File: src/rtl/ripple_counter_sequencer_pkg.sv
// Shared definitions for the ripple counter sequencer.
//   - Command opcodes carried on the command interface.
//   - Counter direction encoding driven on cnt_count.
//   - Sequencer FSM state encoding, also exposed on the debug state port.
//   - Width of the settle timer (settle lengths 1..15).
package ripple_counter_pkg;

    localparam logic [1:0] OP_LOAD = 2'b00;
    localparam logic [1:0] OP_UP   = 2'b01;
    localparam logic [1:0] OP_DOWN = 2'b10;
    localparam logic [1:0] OP_GOTO = 2'b11;

    localparam logic DIR_UP   = 1'b0;
    localparam logic DIR_DOWN = 1'b1;

    localparam int SETTLE_W = 4;

    typedef enum logic [2:0] {
        ST_IDLE   = 3'd0,
        ST_TICK   = 3'd1,
        ST_SETTLE = 3'd2,
        ST_CHECK  = 3'd3,
        ST_DONE   = 3'd4
    } state_t;

endpackage

File: src/rtl/ripple_counter_sequencer_if.sv
// Command channel into the ripple counter sequencer.
//   valid : command present (driven by the requester)
//   ready : sequencer can take a command (driven by the sequencer)
//   op    : opcode, see OP_* in ripple_counter_pkg
//   arg   : LOAD/GOTO target value, UP/DOWN step count
// Handshake: a command transfers on a rising clk edge where valid && ready.
// The requester holds op/arg stable while valid is high and ready is low;
// ready does not depend on valid.
interface ripple_counter_sequencer_if #(
    parameter int WIDTH = 4
);
    logic             valid;
    logic             ready;
    logic [1:0]       op;
    logic [WIDTH-1:0] arg;

    modport master (output valid, output op, output arg, input ready);
    modport slave  (input valid, input op, input arg, output ready);
endinterface

File: src/rtl/ripple_counter_sequencer_settle_timer.sv
// settle_timer: counts the wait after each counter tick so the ripple
// output has time to propagate before it is sampled.
//   clk, rst_n : clock, asynchronous active-low reset
//   load       : restart the timer at SETTLE_CYCLES
//   expire     : high in the last of the SETTLE_CYCLES cycles after load
module settle_timer
    import ripple_counter_pkg::*;
#(
    parameter int SETTLE_CYCLES = 2
) (
    input  logic clk,
    input  logic rst_n,
    input  logic load,
    output logic expire
);
    logic [SETTLE_W-1:0] remaining;

    always_ff @(posedge clk or negedge rst_n) begin
        if (!rst_n) begin
            remaining <= '0;
        end else if (load) begin
            remaining <= SETTLE_W'(SETTLE_CYCLES);
        end else if (remaining != '0) begin
            remaining <= remaining - SETTLE_W'(1);
        end
    end

    // Last waiting cycle, so the FSM leaves SETTLE after exactly SETTLE_CYCLES.
    assign expire = (remaining == SETTLE_W'(1));
endmodule

File: src/rtl/ripple_counter_sequencer.sv
// ripple_counter_sequencer: command-driven controller for a loadable
// up/down ripple counter. Each tick is followed by a settle wait, then the
// counter output is checked against a shadow copy of the expected value.
//   clk, rst_n : clock, asynchronous active-low reset
//   cmd        : command channel (slave side), LOAD / UP n / DOWN n / GOTO
//   cnt_in     : parallel-load value to the counter
//   cnt_load   : counter load select
//   cnt_count  : counter direction, DIR_UP=0 / DIR_DOWN=1
//   cnt_tick   : one-cycle counter clock enable
//   cnt_out    : counter value (asynchronous ripple output)
//   busy       : command in progress, accept through DONE
//   done       : one-cycle completion pulse
//   error      : with done: counter disagreed with shadow; held until next accept
//   state      : current FSM state (debug)
module ripple_counter_sequencer
    import ripple_counter_pkg::*;
#(
    parameter int WIDTH         = 4,
    parameter int SETTLE_CYCLES = 2
) (
    input  logic                      clk,
    input  logic                      rst_n,
    ripple_counter_sequencer_if.slave cmd,
    output logic [WIDTH-1:0]          cnt_in,
    output logic                      cnt_load,
    output logic                      cnt_count,
    output logic                      cnt_tick,
    input  logic [WIDTH-1:0]          cnt_out,
    output logic                      busy,
    output logic                      done,
    output logic                      error,
    output state_t                    state
);
    state_t           state_next;
    logic             accept;
    logic             settle_expire;
    logic [1:0]       op_q;
    logic [WIDTH-1:0] shadow;
    logic [WIDTH-1:0] expected;
    logic [WIDTH-1:0] remaining;
    logic [WIDTH-1:0] acc_steps;
    logic             acc_dir;
    logic             mismatch;
    logic             last_step;

    assign cmd.ready = (state == ST_IDLE);
    assign accept    = cmd.valid && cmd.ready;
    assign mismatch  = (cnt_out != expected);
    assign last_step = (remaining == WIDTH'(1)) || (op_q == OP_LOAD);

    // Step count and direction for the incoming command. LOAD is a single
    // tick; GOTO walks straight toward the target without wrapping.
    always_comb begin
        acc_steps = cmd.arg;
        acc_dir   = cnt_count;
        case (cmd.op)
            OP_LOAD: acc_steps = WIDTH'(1);
            OP_UP:   acc_dir   = DIR_UP;
            OP_DOWN: acc_dir   = DIR_DOWN;
            default: begin
                if (cmd.arg > shadow) begin
                    acc_steps = cmd.arg - shadow;
                    acc_dir   = DIR_UP;
                end else if (cmd.arg < shadow) begin
                    acc_steps = shadow - cmd.arg;
                    acc_dir   = DIR_DOWN;
                end else begin
                    acc_steps = '0;
                end
            end
        endcase
    end

    always_ff @(posedge clk or negedge rst_n) begin
        if (!rst_n) begin
            state <= ST_IDLE;
        end else begin
            state <= state_next;
        end
    end

    always_comb begin
        state_next = state;
        busy       = 1'b1;
        done       = 1'b0;
        cnt_tick   = 1'b0;
        case (state)
            ST_IDLE: begin
                busy = 1'b0;
                if (accept) begin
                    state_next = (acc_steps == '0) ? ST_DONE : ST_TICK;
                end
            end
            ST_TICK: begin
                cnt_tick   = 1'b1;
                state_next = ST_SETTLE;
            end
            ST_SETTLE: begin
                if (settle_expire) begin
                    state_next = ST_CHECK;
                end
            end
            ST_CHECK: begin
                state_next = (mismatch || last_step) ? ST_DONE : ST_TICK;
            end
            ST_DONE: begin
                done       = 1'b1;
                state_next = ST_IDLE;
            end
            default: begin
                state_next = ST_IDLE;
            end
        endcase
    end

    always_ff @(posedge clk or negedge rst_n) begin
        if (!rst_n) begin
            op_q      <= OP_LOAD;
            shadow    <= '0;
            expected  <= '0;
            remaining <= '0;
            cnt_in    <= '0;
            cnt_load  <= 1'b0;
            cnt_count <= DIR_UP;
            error     <= 1'b0;
        end else begin
            case (state)
                ST_IDLE: begin
                    if (accept) begin
                        op_q      <= cmd.op;
                        remaining <= acc_steps;
                        cnt_count <= acc_dir;
                        error     <= 1'b0;
                        if (cmd.op == OP_LOAD) begin
                            cnt_in   <= cmd.arg;
                            cnt_load <= 1'b1;
                        end
                    end
                end
                ST_TICK: begin
                    if (op_q == OP_LOAD) begin
                        expected <= cnt_in;
                    end else if (cnt_count == DIR_DOWN) begin
                        expected <= shadow - WIDTH'(1);
                    end else begin
                        expected <= shadow + WIDTH'(1);
                    end
                end
                ST_CHECK: begin
                    cnt_load  <= 1'b0;
                    remaining <= remaining - WIDTH'(1);
                    if (mismatch) begin
                        error  <= 1'b1;
                        shadow <= cnt_out;
                    end else begin
                        shadow <= expected;
                    end
                end
                default: begin
                end
            endcase
        end
    end

    settle_timer #(
        .SETTLE_CYCLES(SETTLE_CYCLES)
    ) u_settle_timer (
        .clk    (clk),
        .rst_n  (rst_n),
        .load   (state == ST_TICK),
        .expire (settle_expire)
    );
endmodule

File: src/flat_wrapper.sv
// flat-port wrapper written by rule: the top's interface ports become plain ports
module ripple_counter_sequencer_flat import ripple_counter_pkg::*;
#(
    parameter int WIDTH         = 4,
    parameter int SETTLE_CYCLES = 2
)
  (clk, rst_n, cnt_in, cnt_load, cnt_count, cnt_tick, cnt_out, busy, done, error, state, cmd_valid, cmd_op, cmd_arg, cmd_ready);
  ripple_counter_sequencer_if #(.WIDTH(WIDTH)) cmd_i ();
  input  logic clk;
  input  logic rst_n;
  output logic [WIDTH-1:0] cnt_in;
  output logic cnt_load;
  output logic cnt_count;
  output logic cnt_tick;
  input  logic [WIDTH-1:0] cnt_out;
  output logic busy;
  output logic done;
  output logic error;
  output state_t state;
  input wire logic [$bits(cmd_i.valid)-1:0] cmd_valid;
  input wire logic [$bits(cmd_i.op)-1:0] cmd_op;
  input wire logic [$bits(cmd_i.arg)-1:0] cmd_arg;
  output wire logic [$bits(cmd_i.ready)-1:0] cmd_ready;
  assign cmd_i.valid = cmd_valid;
  assign cmd_i.op = cmd_op;
  assign cmd_i.arg = cmd_arg;
  assign cmd_ready = cmd_i.ready;
  ripple_counter_sequencer #(.WIDTH(WIDTH), .SETTLE_CYCLES(SETTLE_CYCLES)) u_core (.clk(clk), .rst_n(rst_n), .cmd(cmd_i), .cnt_in(cnt_in), .cnt_load(cnt_load), .cnt_count(cnt_count), .cnt_tick(cnt_tick), .cnt_out(cnt_out), .busy(busy), .done(done), .error(error), .state(state));
endmodule
File: config.mk
export PLATFORM = sky130hd
export DESIGN_NAME = ripple_counter_sequencer_flat
export DESIGN_NICKNAME = d
export VERILOG_FILES = /design/src/rtl/ripple_counter_sequencer_pkg.sv /design/src/rtl/ripple_counter_sequencer_if.sv /design/src/rtl/ripple_counter_sequencer_settle_timer.sv /design/src/rtl/ripple_counter_sequencer.sv /design/src/flat_wrapper.sv
export SDC_FILE = /design/constraint.sdc
export NUM_CORES = 1
export LEC_CHECK = 0
export CAP_MARGIN = 20
export CORE_MARGIN = 3
export CORE_UTILIZATION = 55
export CTS_BUF_LIST = sky130_fd_sc_hd__clkbuf_16
export DETAILED_ROUTE_END_ITERATION = 6
export MAX_ROUTING_LAYER = met4
export PLACE_DENSITY = 0.83
export SLEW_MARGIN = 20
export SYNTH_ARGS = -nofsm -noshare
export SYNTH_HDL_FRONTEND = slang
export SYNTH_HIERARCHICAL = 1
export SYNTH_SLANG_ARGS = --single-unit
File: constraint.sdc
create_clock -name clk -period 5 [get_ports clk]
set_clock_uncertainty 0.15 [all_clocks]
set_input_delay 1 -clock clk [delete_from_list [all_inputs] [get_ports clk]]
set_output_delay 1 -clock clk [all_outputs]
set_load 0.02 [all_outputs]
Yosys cells after proc, flatten, opt, wreduce, memory -nomap -nowiden
Cells that the tools add are included.
W data, S select, Z words.
{"block": "op_classes", "add_sub_neg": 6, "multipliers": 0, "div_mod_pow": 0, "order_cmp": 2, "eq_ne": 13, "shifts": 0, "n_mux": 27, "bitwise": 1, "n_reduce_logical": 19}
{"operator": "$mux W4", "n": 8}
{"operator": "$pmux W4 S2", "n": 2}
{"operator": "$mux W3", "n": 4}
{"operator": "$pmux W3 S4", "n": 1}
{"operator": "$sub A4 B1 Y4 const B", "n": 3}
{"operator": "$mux W1", "n": 9}
{"operator": "$reduce_and A3 Y1", "n": 3}
{"operator": "$eq A4 B1 Y1 const B", "n": 2}
{"operator": "$reduce_bool A4 Y1", "n": 2}
{"operator": "$sub A4 B4 Y4", "n": 2}
{"operator": "$eq A3 B2 Y1 const B", "n": 2}
{"operator": "$reduce_and A2 Y1", "n": 3}
{"operator": "$add A4 B1 Y4 const B", "n": 1}
{"operator": "$gt A4 B4 Y1", "n": 1}
{"operator": "$logic_not A2 Y1", "n": 2}
{"operator": "$logic_not A4 Y1", "n": 1}
{"operator": "$lt A4 B4 Y1", "n": 1}
{"operator": "$ne A2 B1 Y1 const B", "n": 2}
{"operator": "$ne A2 B2 Y1 const B", "n": 2}
{"operator": "$ne A4 B4 Y1", "n": 1}
{"operator": "$pmux W1 S2", "n": 2}
{"operator": "$reduce_and A4 Y1", "n": 1}
{"operator": "$reduce_bool A2 Y1", "n": 2}
{"operator": "$eq A3 B1 Y1 const B", "n": 1}
{"operator": "9 further kinds", "n": 10}
{"block": "totals", "ff_bits": 28, "latch_bits": 0, "mem_bits_rw": 0, "mem_bits_ro": 0, "output_inout_bits": 14, "elab_cells": 78, "memories": 0}

Longest topological paths before layout
Gate-level depths: netlist of the first run.
{"block": "logic_depth", "word_depth": 8, "ltp_mapped": 9, "ltp_nobuf": 9}

Hierarchy
Netlist of the first run, hierarchy kept.
{"mod": "ripple_counter_sequencer", "n_inst": 1, "cells_per_inst": 180, "area_per_inst_um2": 1644.1, "seq_area_each_um2": 600.6}
{"mod": "settle_timer", "n_inst": 1, "cells_per_inst": 23, "area_per_inst_um2": 250.2, "seq_area_each_um2": 100.1}

Worst setup path after synthesis of the first run
No wires, ideal clock.
{"block": "synth_path", "path_kind": "input to register", "startpoint": "in cmd_arg[0]", "endpoint": "reg u_core.state[0]", "setup_time_ns": 0.139, "arrival_ns": 2.657, "required_ns": 4.711, "setup_slack_ns": 2.055, "path_stages": 8, "path_buffers": 0, "path_cell_list": "inv_1 > ha_1 > fa_1 > o21ai_2 > o21ai_0 > o221a_2 > nor4b_2 > o41ai_1"}
{"block": "synth_via", "elab_chain_len": 8, "word_cells_on_any_way": 11, "cone_classes": "add/sub (2); order compare (2); mux (6); reduce/logical (1)"}
{"item": "start: declaration", "line": "flat_wrapper.sv:22", "rtl": "input wire logic [$bits(cmd_i.arg)-1:0] cmd_arg;"}
{"item": "$sub A4 B4 Y4 / $lt A4 B4 Y1 (equally long branches)", "line": "ripple_counter_sequencer.sv:65, ripple_counter_sequencer.sv:64"}
{"item": "$mux W4", "line": "ripple_counter_sequencer.sv:64", "rtl": "end else if (cmd.arg < shadow) begin"}
{"item": "$mux W4", "line": "ripple_counter_sequencer.sv:61", "rtl": "if (cmd.arg > shadow) begin"}
{"item": "$pmux W4 S2 (*)", "line": "ripple_counter_sequencer.sv:56", "rtl": "case (cmd.op)"}
{"item": "$logic_not A4 Y1 (*)", "line": "ripple_counter_sequencer.sv:91", "rtl": "state_next = (acc_steps == '0) ? ST_DONE : ST_TICK;"}
{"item": "$mux W3 (*)", "line": "ripple_counter_sequencer.sv:91"}
{"item": "$mux W3 (*)", "line": "ripple_counter_sequencer.sv:90", "rtl": "if (accept) begin"}
{"item": "$pmux W3 S4 (*)", "line": "ripple_counter_sequencer.sv:87", "rtl": "case (state)"}
{"item": "end signal: assignment", "line": "ripple_counter_sequencer.sv:78", "rtl": "state <= state_next;"}
{"item": "end: declaration", "line": "ripple_counter_sequencer.sv:32", "rtl": "output state_t state"}
Mark *: on every way between the ends. The rest lies on a longest branch, timed or not. The select of a mux whose other input is x is not followed.
A chain may end at the register's enable or synchronous reset.

Worst setup path in the final report of the first run
{"block": "layout_path", "startpoint": "reg u_core.state[0]", "endpoint": "out cnt_tick"}
{"block": "layout_via", "elab_chain_len": 2}
{"item": "$eq A3 B1 Y1", "line": "ripple_counter_sequencer.sv:87"}
{"item": "$mux W1", "line": "ripple_counter_sequencer.sv:87"}
{"item": "end: declaration", "line": "flat_wrapper.sv:14", "rtl": "output logic cnt_tick;"}
Every way passes these cells.

==> results.md, run 1 <==
* Status: complete, no violations
* Nets at 261
* Most common cell after layout, fill and taps aside: dfrtp_1
* Cell count of the worst reg-to-reg path at 7
* Yosys top cell by area: dfrtp_1
* I/O pin count at 27
* Min-delay worst type: reg -> reg
* Synth top area cells: dfrtp_1 (37%), ha_1 (11%), a21oi_1 (4.5%), nand2_1 (4.0%), o21ai_1 (3.7%)
* DRC at 0
* PD cells at 659.9 nW/um2
* Worst IR Drop VDD at 0.0003631 V
* Routability cong. at 0.9849
* Post-synthesis xor/xnor area fraction at 4.161%
* Sequential fraction of the synthesis area at 36.99%
* Dominant synthesized flop cell: dfrtp_1
* Mapped Avg Cell Area at 9.332 um2
* Max Slew Vio Count at 0
* Largest family of logic cells by synthesized area: simple AND/OR/NAND/NOR gates
* Synthesis Warnings at 6
* Antenna fix cells at 0
* Initial antenna violation count at 0
* Starting Density at 59.61%
* Setup TNS at 0 ns
* Crit path DAT at 2.33 ns
* First-pass GRT wire length at 6.879 mm
* Yosys top cell area share at 36.99%
* Synth Area in Adders at 13.74%
* Synthesized cell area at 1894 um2
* Post-CTS sizing at 0
* Die outline area at 4184 um2
* Final Setup Violations at 0
* Pin count of the biggest net entering global routing at 21
* Tcrit/Tclk final at 69.58%
* Initial DRC count at 121
* H-tree Lvls at 1
* Clk sinks at 28
* Asr flop ratio synth at 100.0%
* Syn Inst Count at 203
* Total power at 1513 uW
* All-layer global routing usage at 21.57%
* Critical Path RT at 3.85 ns
* Die Y at 64.69 um
* Root buf cell: clkbuf_16
* Vias in the first global route at 1487
* Post-route ant nets at 0
* Grt ovf at 0
* Yosys reg bits at 28
* Slew @ Worst Pin at 0.9238 ns
* Clock-pin slew on the worst setup and hold paths at 0.07 ns
* Max_cap viols at 0
* Drt pass-1 iters at 4
* CP Capture Type: primary output
* RSZ-0062 raised after global routing: no
* Port buffer count at 26
* Die width at 64.69 um
* Pleak at 0.001007 uW
* Hpwl dp at 3.105 mm
* Most frequent cells in the layout: dfrtp_1 (28), clkdlybuf4s50_1 (26), nand2_1 (20), inv_1 (17), a21oi_1 (17)
* Clk Latency, worst-skew pair at 0.26 ns
* Synth-to-layout area growth at 21.00%
* Core area at 3178 um2
* Critical Setup Path Class: reg -> out
* Setup slack, reg-to-reg at 2.50 ns
* Library cells used by synthesis at 44
* Post-synth EDFFs at 0
* Wire per inst at 15.25 um
* Post CTS Setup Buffer Count at 0
* Crit-path max FO at 16
* CTS tree: yes
* Share of cells above drive strength 1 at 7.018%
* Fmax at 287.4 MHz
* Synth Area in Compound Gates at 16.64%
* Hold_buf cts at 0
* CTS Buffer Depth at 2
* Mux cell area share after synthesis at 4.227%
* Simple-Gate Fraction of Synth Area at 19.29%
* Max_slew headroom at 38.22%
* Final Critical Period at 3.479 ns
* Cell Rows at 20
* Hold Violations, Final at 0
* Syn_nets at 235
* Via count at 1525
* Critical Path Source Type: flop
* Final WL at 4.147 mm
* Vias per cell at 5.607
* Total CTS buffers at 3
* Worst hold stages at 2
* WHS at 0.3507 ns
## sequential cells by signal, summed over array words and instances (netlist names)
register                         count
u_core/cnt_in                        4
u_core/expected                      4
u_core/remaining                     4
u_core/shadow                        4
u_core/u_settle_timer/remaining      4
u_core/state                         3
u_core/op_q                          2
u_core/cnt_count                     1
u_core/cnt_load                      1
u_core/error                         1
## power breakdown
part	internal, uW	total, uW	switching, uW
logic	385	808	423
clock network	159	237	77.5
registers	337	468	132
## kinds of logic after synthesis
kind of cell,after synthesis
fa+ha+maj,19
xor+xnor,9
buf+inv,23
compound gates,53
simple gates,64
flops,28
mux,7
## Yosys cell counts, drive strengths merged, types with 3 or more instances
library cell	count
nor3b	4
o21ai	22
inv	17
ha	16
mux2	5
xnor2	8
clkbuf	4
nor2b	4
fa	3
nand2	21
a21oi	17
dfrtp	28
nand3b	5
nor3	4
nor2	16
## worst max-delay path: stages (launching register included)
cell and delay, ns:
dfrtp_1 0.52, nor3b_2 0.80, clkdlybuf4s50_1 0.75
## layout make-up
class	count	area [um2]
timing repair buffer	27	267.8
clock inverter	1	30.03
tap	44	55.05
clock buffer	3	75.07
multi-input combinational	152	1100
fill	248	885.9
inverter	17	63.81
sequential	28	700.7
## metrics by stage
step	area (um2)	cells	setup WS, ns	util (%)
2_1_floorplan	1894	203	2.055	-
3_3_place_gp	2187	268	1.453	68.82
3_5_place_dp	2187	268	1.367	68.82
4_1_cts	2292	272	1.511	72.13
5_1_grt	2292	272	1.355	72.13
6_report	2292	272	1.521	72.13
## path summary, 6_finish.rpt
check | startpoint | endpoint
max reg2reg | u_core/shadow[0] | u_core/state[0]
min reg2reg | u_core/cnt_load | u_core/cnt_load
max in group asynchronous | rst_n | u_core/op_q[0]
max | u_core/state[0] | cnt_tick
min | u_core/cnt_load | u_core/cnt_load
min in group asynchronous | rst_n | u_core/cnt_count
## routing by layer
| metal | GRT usage, % | vias up | routed length, um |
|---|---|---|---|
| met5 | - | - | 0 |
| met4 | 4.222 | 0 | 14 |
| met3 | 2.426 | 2 | 153 |
| met2 | 37.11 | 43 | 2039 |
| met1 | 27.76 | 729 | 1939 |
| li1 | - | 751 | - |
(Power assumes the default switching activity.)
==> run 2: changes to the inputs <==
--- a/config.mk
+++ b/config.mk
@@ -7,11 +7,11 @@
 export LEC_CHECK = 0
 export CAP_MARGIN = 20
 export CORE_MARGIN = 3
-export CORE_UTILIZATION = 55
+export CORE_UTILIZATION = 49
 export CTS_BUF_LIST = sky130_fd_sc_hd__clkbuf_16
 export DETAILED_ROUTE_END_ITERATION = 6
 export MAX_ROUTING_LAYER = met4
-export PLACE_DENSITY = 0.83
+export PLACE_DENSITY = 0.79
 export SLEW_MARGIN = 20
 export SYNTH_ARGS = -nofsm -noshare
 export SYNTH_HDL_FRONTEND = slang
==> constraint.sdc (replaced) <==
create_clock -name clk -period 3 [get_ports clk]
set_clock_uncertainty 0.15 [all_clocks]
set_input_delay 0.6 -clock clk [delete_from_list [all_inputs] [get_ports clk]]
set_output_delay 0.6 -clock clk [all_outputs]
set_load 0.02 [all_outputs]
==> results.md, run 2 (synthesis results as in run 1) <==
* Clock power share at 12.3% (was 15.7%)
* Critical Setup Path Class: in -> reg (was reg -> out)
* Final Critical Period at 2.822 ns
* Grt ovf at 0 (unchanged)
* Die width at 68.18 um (was 64.69 um)
* Slew @ Worst Pin at 0.5707 ns (was 0.9238 ns)
* Max_cap viols at 0 (unchanged)
* Vias per cell at 5.528 (was 5.607)
* H-tree Lvls at 1 (unchanged)
* Vias in the first global route at 1615 (was 1487)
* Crit path DAT at 2.81 ns (was 2.33 ns)
* Internal power at 1411 uW (was 880.9 uW)
* Post-route ant nets at 0 (unchanged)
* Root buf cell: clkbuf_16 (unchanged)
* Most frequent cells in the layout: dfrtp_1 (28), clkdlybuf4s50_1 (26), nand2_1 (20), inv_1 (17), a21oi_1 (17) (unchanged)
* Share of cells above drive strength 1 at 10.50% (was 7.018%)
* Final WL at 4.095 mm (was 4.147 mm)
* Total CTS buffers at 3 (unchanged)
* Clk Latency, worst-skew pair at 0.26 ns (about the same)
* Hold Violations, Final at 0 (unchanged)
* Setup slack, reg-to-reg at 0.63 ns (was 2.50 ns)
* Synth-to-layout area growth at 23.71% (was 21.00%)
* CP Capture Type: flop (was primary output)
* Antenna fix cells at 0 (unchanged)
* Initial antenna violation count at 0 (unchanged)
* DRC at 0 (unchanged)
* Hpwl dp at 3.143 mm (was 3.105 mm)
* Cell Rows at 21 (was 20)
* Sequential share of power at 31.4% (was 30.9%)
* Nets at 271 (was 261)
* Comb power frac at 56.3% (was 53.4%)
* Port buffer count at 26 (unchanged)
* All-layer global routing usage at 20.89% (was 21.57%)
* WHS at 0.3654 ns (was 0.3507 ns)
* Via count at 1570 (was 1525)
* Pleak at 0.001042 uW (was 0.001007 uW)
* Critical Path RT at 2.99 ns (was 3.85 ns)
* RSZ-0062 raised after global routing: no (unchanged)
* Switching Power at 1043 uW (was 631.8 uW)
* Max_slew headroom at 61.55% (was 38.22%)
* Initial DRC count at 114 (was 121)
* First-pass GRT wire length at 7.100 mm (was 6.879 mm)
* PD cells at 1047 nW/um2 (was 659.9 nW/um2)
* Post CTS Setup Buffer Count at 0 (unchanged)
* Fmax at 354.3 MHz
* Drt pass-1 iters at 4 (unchanged)
* Final instance area at 2344 um2 (was 2292 um2)
* Critical Path Source Type: input pin (was flop)
* Switch share at 42.51% (was 41.77%)
* Post-CTS sizing at 0 (unchanged)
* Starting Density at 53.80% (was 59.61%)
* Routability cong. at 0.9044 (was 0.9849)
* Die Y at 68.18 um (was 64.69 um)
* Core area at 3521 um2 (was 3178 um2)
* I/O pin count at 27 (unchanged)
* Clock-pin slew on the worst setup and hold paths at 0.07 ns (about the same)
* Max Slew Vio Count at 0 (unchanged)
* Status: complete, no violations (unchanged)
* Final Core Density at 66.56% (was 72.13%)
* Wire per inst at 14.42 um (was 15.25 um)
* Worst IR Drop VDD at 0.0006653 V (was 0.0003631 V)
* Pin count of the biggest net entering global routing at 29 (was 21)
* Clk sinks at 28 (unchanged)
* Crit-path max FO at 3 (was 16)
* CTS tree: yes (unchanged)
* Die outline area at 4648 um2 (was 4184 um2)
* Most common cell after layout, fill and taps aside: dfrtp_1 (unchanged)
* Tcrit/Tclk final at 94.08%
* Min-delay worst type: reg -> reg (unchanged)
* Area after DPL at 2265 um2 (was 2187 um2)
* Hold_buf cts at 0 (unchanged)
* CTS Buffer Depth at 2 (unchanged)
* Final Setup Violations at 0 (unchanged)
-- run 2: critical path: stages --
cell and delay [ns]:
clkdlybuf4s50_1 0.47, inv_1 0.06, ha_1 0.21, fa_1 0.42, o21ai_2 0.19, o21ai_0 0.10, o221a_2 0.29, nor4b_2 0.35
o41ai_1 0.12
-- run 2: final timing paths --
path	startpoint	end	cells past startpoint
setup / recovery	cmd_arg[0]	u_core/state[0]	9
hold / removal	u_core/cnt_load	u_core/cnt_load	2
setup reg to reg	u_core/shadow[0]	u_core/state[0]	7
hold reg to reg	u_core/cnt_load	u_core/cnt_load	2
max in group asynchronous	rst_n	u_core/cnt_in[1]	2
min in group asynchronous	rst_n	u_core/remaining[3]	2
-- run 2: through the flow --
step	setup TNS [ns]	instances	power (uW)	setup WS, ns
after CTS	0	284	2467	0.1861
after floorplan	0	203	1712	0.4547
after global placement	-0.04298	280	2102	-0.03233
after detailed placement	-0.1469	280	2151	-0.08919
after global routing	0	284	2690	0.005702
final	0	284	2454	0.1777
-- run 2: cell type report --
type	count	area [um2]
multi-input cells	152	1100
repair buffers	37	342.8
flip-flops and latches	28	700.7
well taps	46	57.56
clock buffers	3	75.07
inverters	17	63.81
clock inverters	1	3.754
fillers	279	1177
-- run 2: routing by layer --
metal / vias up / routed length (um) / track usage [%]
li1: 777 / - / -
met1: 744 / 1779 / 25.75
met2: 47 / 2088 / 36.70
met3: 2 / 210 / 3.448
met4: 0 / 16 / 2.978
met5: - / 0 / -
-- run 2: power by group through the flow --
stage               Combinational, uW  Clock (uW)  Sequential [uW]
floorplan                         928           0              784
global placement                 1330           0              768
detailed placement               1380           0              775
CTS                              1390         307              774
global route                     1570         323              800
finish                           1380         302              771
==> run 3: changes to the inputs <==
--- a/config.mk
+++ b/config.mk
@@ -12,7 +12,6 @@
 export DETAILED_ROUTE_END_ITERATION = 6
 export MAX_ROUTING_LAYER = met4
 export PLACE_DENSITY = 0.79
-export SLEW_MARGIN = 20
 export SYNTH_ARGS = -nofsm -noshare
 export SYNTH_HDL_FRONTEND = slang
 export SYNTH_HIERARCHICAL = 1
==> constraint.sdc (replaced) <==
create_clock -name clk -period 2.4 [get_ports clk]
set_clock_uncertainty 0.15 [all_clocks]
set_input_delay 0.48 -clock clk [delete_from_list [all_inputs] [get_ports clk]]
set_output_delay 0.48 -clock clk [all_outputs]
set_load 0.02 [all_outputs]
==> results.md, run 3 (synthesis results as in run 1) <==
* Routability cong. at 0.8239 (was 0.9044)
* Initial DRC count at 148 (was 114)
* Fmax at 432.5 MHz
* FF-to-FF End: u_core/state[0] (unchanged)
* Setup slack, reg-to-reg at 0.10 ns (was 0.63 ns)
* Max_slew headroom at 61.89% (was 61.55%)
* Crit-path max FO at 4 (was 3)
* Min-delay worst type: reg -> reg (unchanged)
* Tcrit/Tclk final at 96.34%
* Slew @ Worst Pin at 0.5656 ns (was 0.5707 ns)
* All-layer global routing usage at 24.88% (was 20.89%)
* Cell Rows at 21 (unchanged)
* CP Capture Type: flop (unchanged)
* Max Slew Vio Count at 0 (unchanged)
* Synth-to-layout area growth at 45.31% (was 23.71%)
* Clk Latency, worst-skew pair at 0.26 ns (about the same)
* Top delay family on crit path: buffers and inverters (was compound AO/OA/AOI/OAI gates)
* Post-route ant nets at 0 (unchanged)
* Hold Violations, Final at 0 (unchanged)
* Antenna fix cells at 0 (unchanged)
* DRC at 0 (unchanged)
* Crit path DAT at 2.31 ns (was 2.81 ns)
* Final Core Density at 78.18% (was 66.56%)
* Clk sinks at 28 (unchanged)
* Total CTS buffers at 3 (unchanged)
* Final Critical Period at 2.312 ns
* CTS Buffer Depth at 2 (unchanged)
* Most frequent cells in the layout: buf_4 (44), dfrtp_1 (25), clkdlybuf4s50_1 (21), nand2_1 (20), nor2_1 (16) (was dfrtp_1 (28), clkdlybuf4s50_1 (26), nand2_1 (20), inv_1 (17), a21oi_1 (17))
* Port buffer count at 26 (unchanged)
* Grt ovf at 0 (unchanged)
* Die outline area at 4648 um2 (unchanged)
* Clock-pin slew on the worst setup and hold paths at 0.07 ns (about the same)
* Critical Setup Path Class: in -> reg (unchanged)
* H-tree Lvls at 1 (unchanged)
* Wire per inst at 16.62 um (was 14.42 um)
* Crit path largest cell delay at 0.55 ns (was 0.47 ns)
* Vias per cell at 5.607 (was 5.528)
* Worst path bufs/invs at 2 (unchanged)
* Hold path start: u_core/error (was u_core/cnt_load)
* Vias in the first global route at 1699 (was 1615)
* Worst hold stages at 1 (was 2)
* Worst IR Drop VDD at 0.0007452 V (was 0.0006653 V)
* Pin count of the biggest net entering global routing at 29 (unchanged)
* Share of cells above drive strength 1 at 30.88% (was 10.50%)
* Nets at 305 (was 271)
* Final WL at 5.284 mm (was 4.095 mm)
* Pleak at 0.001259 uW (was 0.001042 uW)
* Area after DPL at 2395 um2 (was 2265 um2)
* Most common cell after layout, fill and taps aside: buf_4 (was dfrtp_1)
* Root buf cell: clkbuf_16 (unchanged)
* Status: complete, no violations (unchanged)
* Drt pass-1 iters at 4 (unchanged)
* Die Y at 68.18 um (unchanged)
* Fillers at 239 (was 279)
* Final Setup Violations at 0 (unchanged)
* Via count at 1783 (was 1570)
* Hpwl dp at 3.476 mm (was 3.143 mm)
* Initial antenna violation count at 0 (unchanged)
* RSZ-0062 raised after global routing: no (unchanged)
* I/O pin count at 27 (unchanged)
* Critical Path Source Type: input pin (unchanged)
* Die width at 68.18 um (unchanged)
* Starting Density at 53.80% (unchanged)
* Slowest stage cell, crit path: clkdlybuf4s50_1 (unchanged)
* Critical Path RT at 2.40 ns (was 2.99 ns)
* Cell count of the worst reg-to-reg path at 9 (was 7)
* CTS tree: yes (unchanged)
* Critical-path cell list: clkdlybuf4s50_1, inv_1, ha_4, nor2b_1, o21ai_0, nand2_8, nor4b_4, o41ai_2 (was clkdlybuf4s50_1, inv_1, ha_1, fa_1, o21ai_2, o21ai_0, o221a_2, nor4b_2, o41ai_1)
* Core area at 3521 um2 (unchanged)
* FF-to-FF Start: u_core/shadow[0] (unchanged)
* First-pass GRT wire length at 8.190 mm (was 7.100 mm)
* Final instance area at 2753 um2 (was 2344 um2)
* Worst Hold End: u_core/error (was u_core/cnt_load)
* Max_cap viols at 0 (unchanged)
* PD cells at 1273 nW/um2 (was 1047 nW/um2)
==> run 3: stage by stage <==
stage / std cells / total power, uW / setup TNS, ns / worst slack, ns / hold WS [ns]
detailed placement: 297 / 2801 / -2.177 / -0.5413 / 0.3513
CTS: 313 / 3304 / 0 / 0.01057 / 0.3665
global placement: 297 / 2715 / -1.846 / -0.4675 / 0.3386
floorplan: 203 / 2143 / 0 / 0.05733 / 0.03441
global route: 318 / 3784 / 0 / 0.008126 / 0.3735
finish: 318 / 3503 / 0 / 0.08786 / 0.3641
==> run 3: how the worst max path moves through the flow <==
stage               depth (start not counted)        from         endpoint  slack, ns
floorplan                                   8  cmd_arg[0]  u_core/state[0]       0.06
global placement                           10  cmd_arg[0]  u_core/state[0]      -0.47
detailed placement                          9  cmd_arg[2]  u_core/state[0]      -0.54
CTS                                         8   cmd_op[1]  u_core/state[2]       0.01
global route                                8   cmd_op[1]  u_core/state[0]      0.008
finish                                      8   cmd_op[1]  u_core/state[0]       0.09
==> run 3: power breakdown <==
group / internal [uW] / switching [uW] / total [uW]
Combinational: 1070 / 1060 / 2130
Sequential: 706 / 283 / 989
Clock: 223 / 159 / 382
==> run 3: repair_timing <==
action	CTS	global route
hold buffers	0	0
buffers inserted	12	5
resized for setup	14	27
setup endpoints to repair	4	7
pin swaps	8	8
==> run 3: worst reg2reg max path, stage by stage, from the launching register on <==
cell,delay (ns)
dfrtp_2,0.46
ha_4,0.18
fa_2,0.36
buf_4,0.15
o21ai_1,0.13
a31oi_1,0.07
a21oi_1,0.17
o21ai_2,0.09
nor4b_4,0.14
o41ai_2,0.29
==> run 3: cell type report <==
class	count	area, um2	area share, %
clock buffer	3	75.07	2.727
clock inverter	1	3.754	0.1364
inverter	17	63.81	2.318
multi-input combinational	152	1241	45.09
sequential	28	704.4	25.59
tap	46	57.56	2.091
timing repair buffer	71	606.8	22.05
==> run 3: per-layer routing <==
| layer | track usage (%) | wire (um) |
|---|---|---|
| met1 | 28.54 | 2124 |
| met2 | 44.40 | 2808 |
| met3 | 3.777 | 251 |
| met4 | 7.692 | 99 |
| met5 | - | 0 |
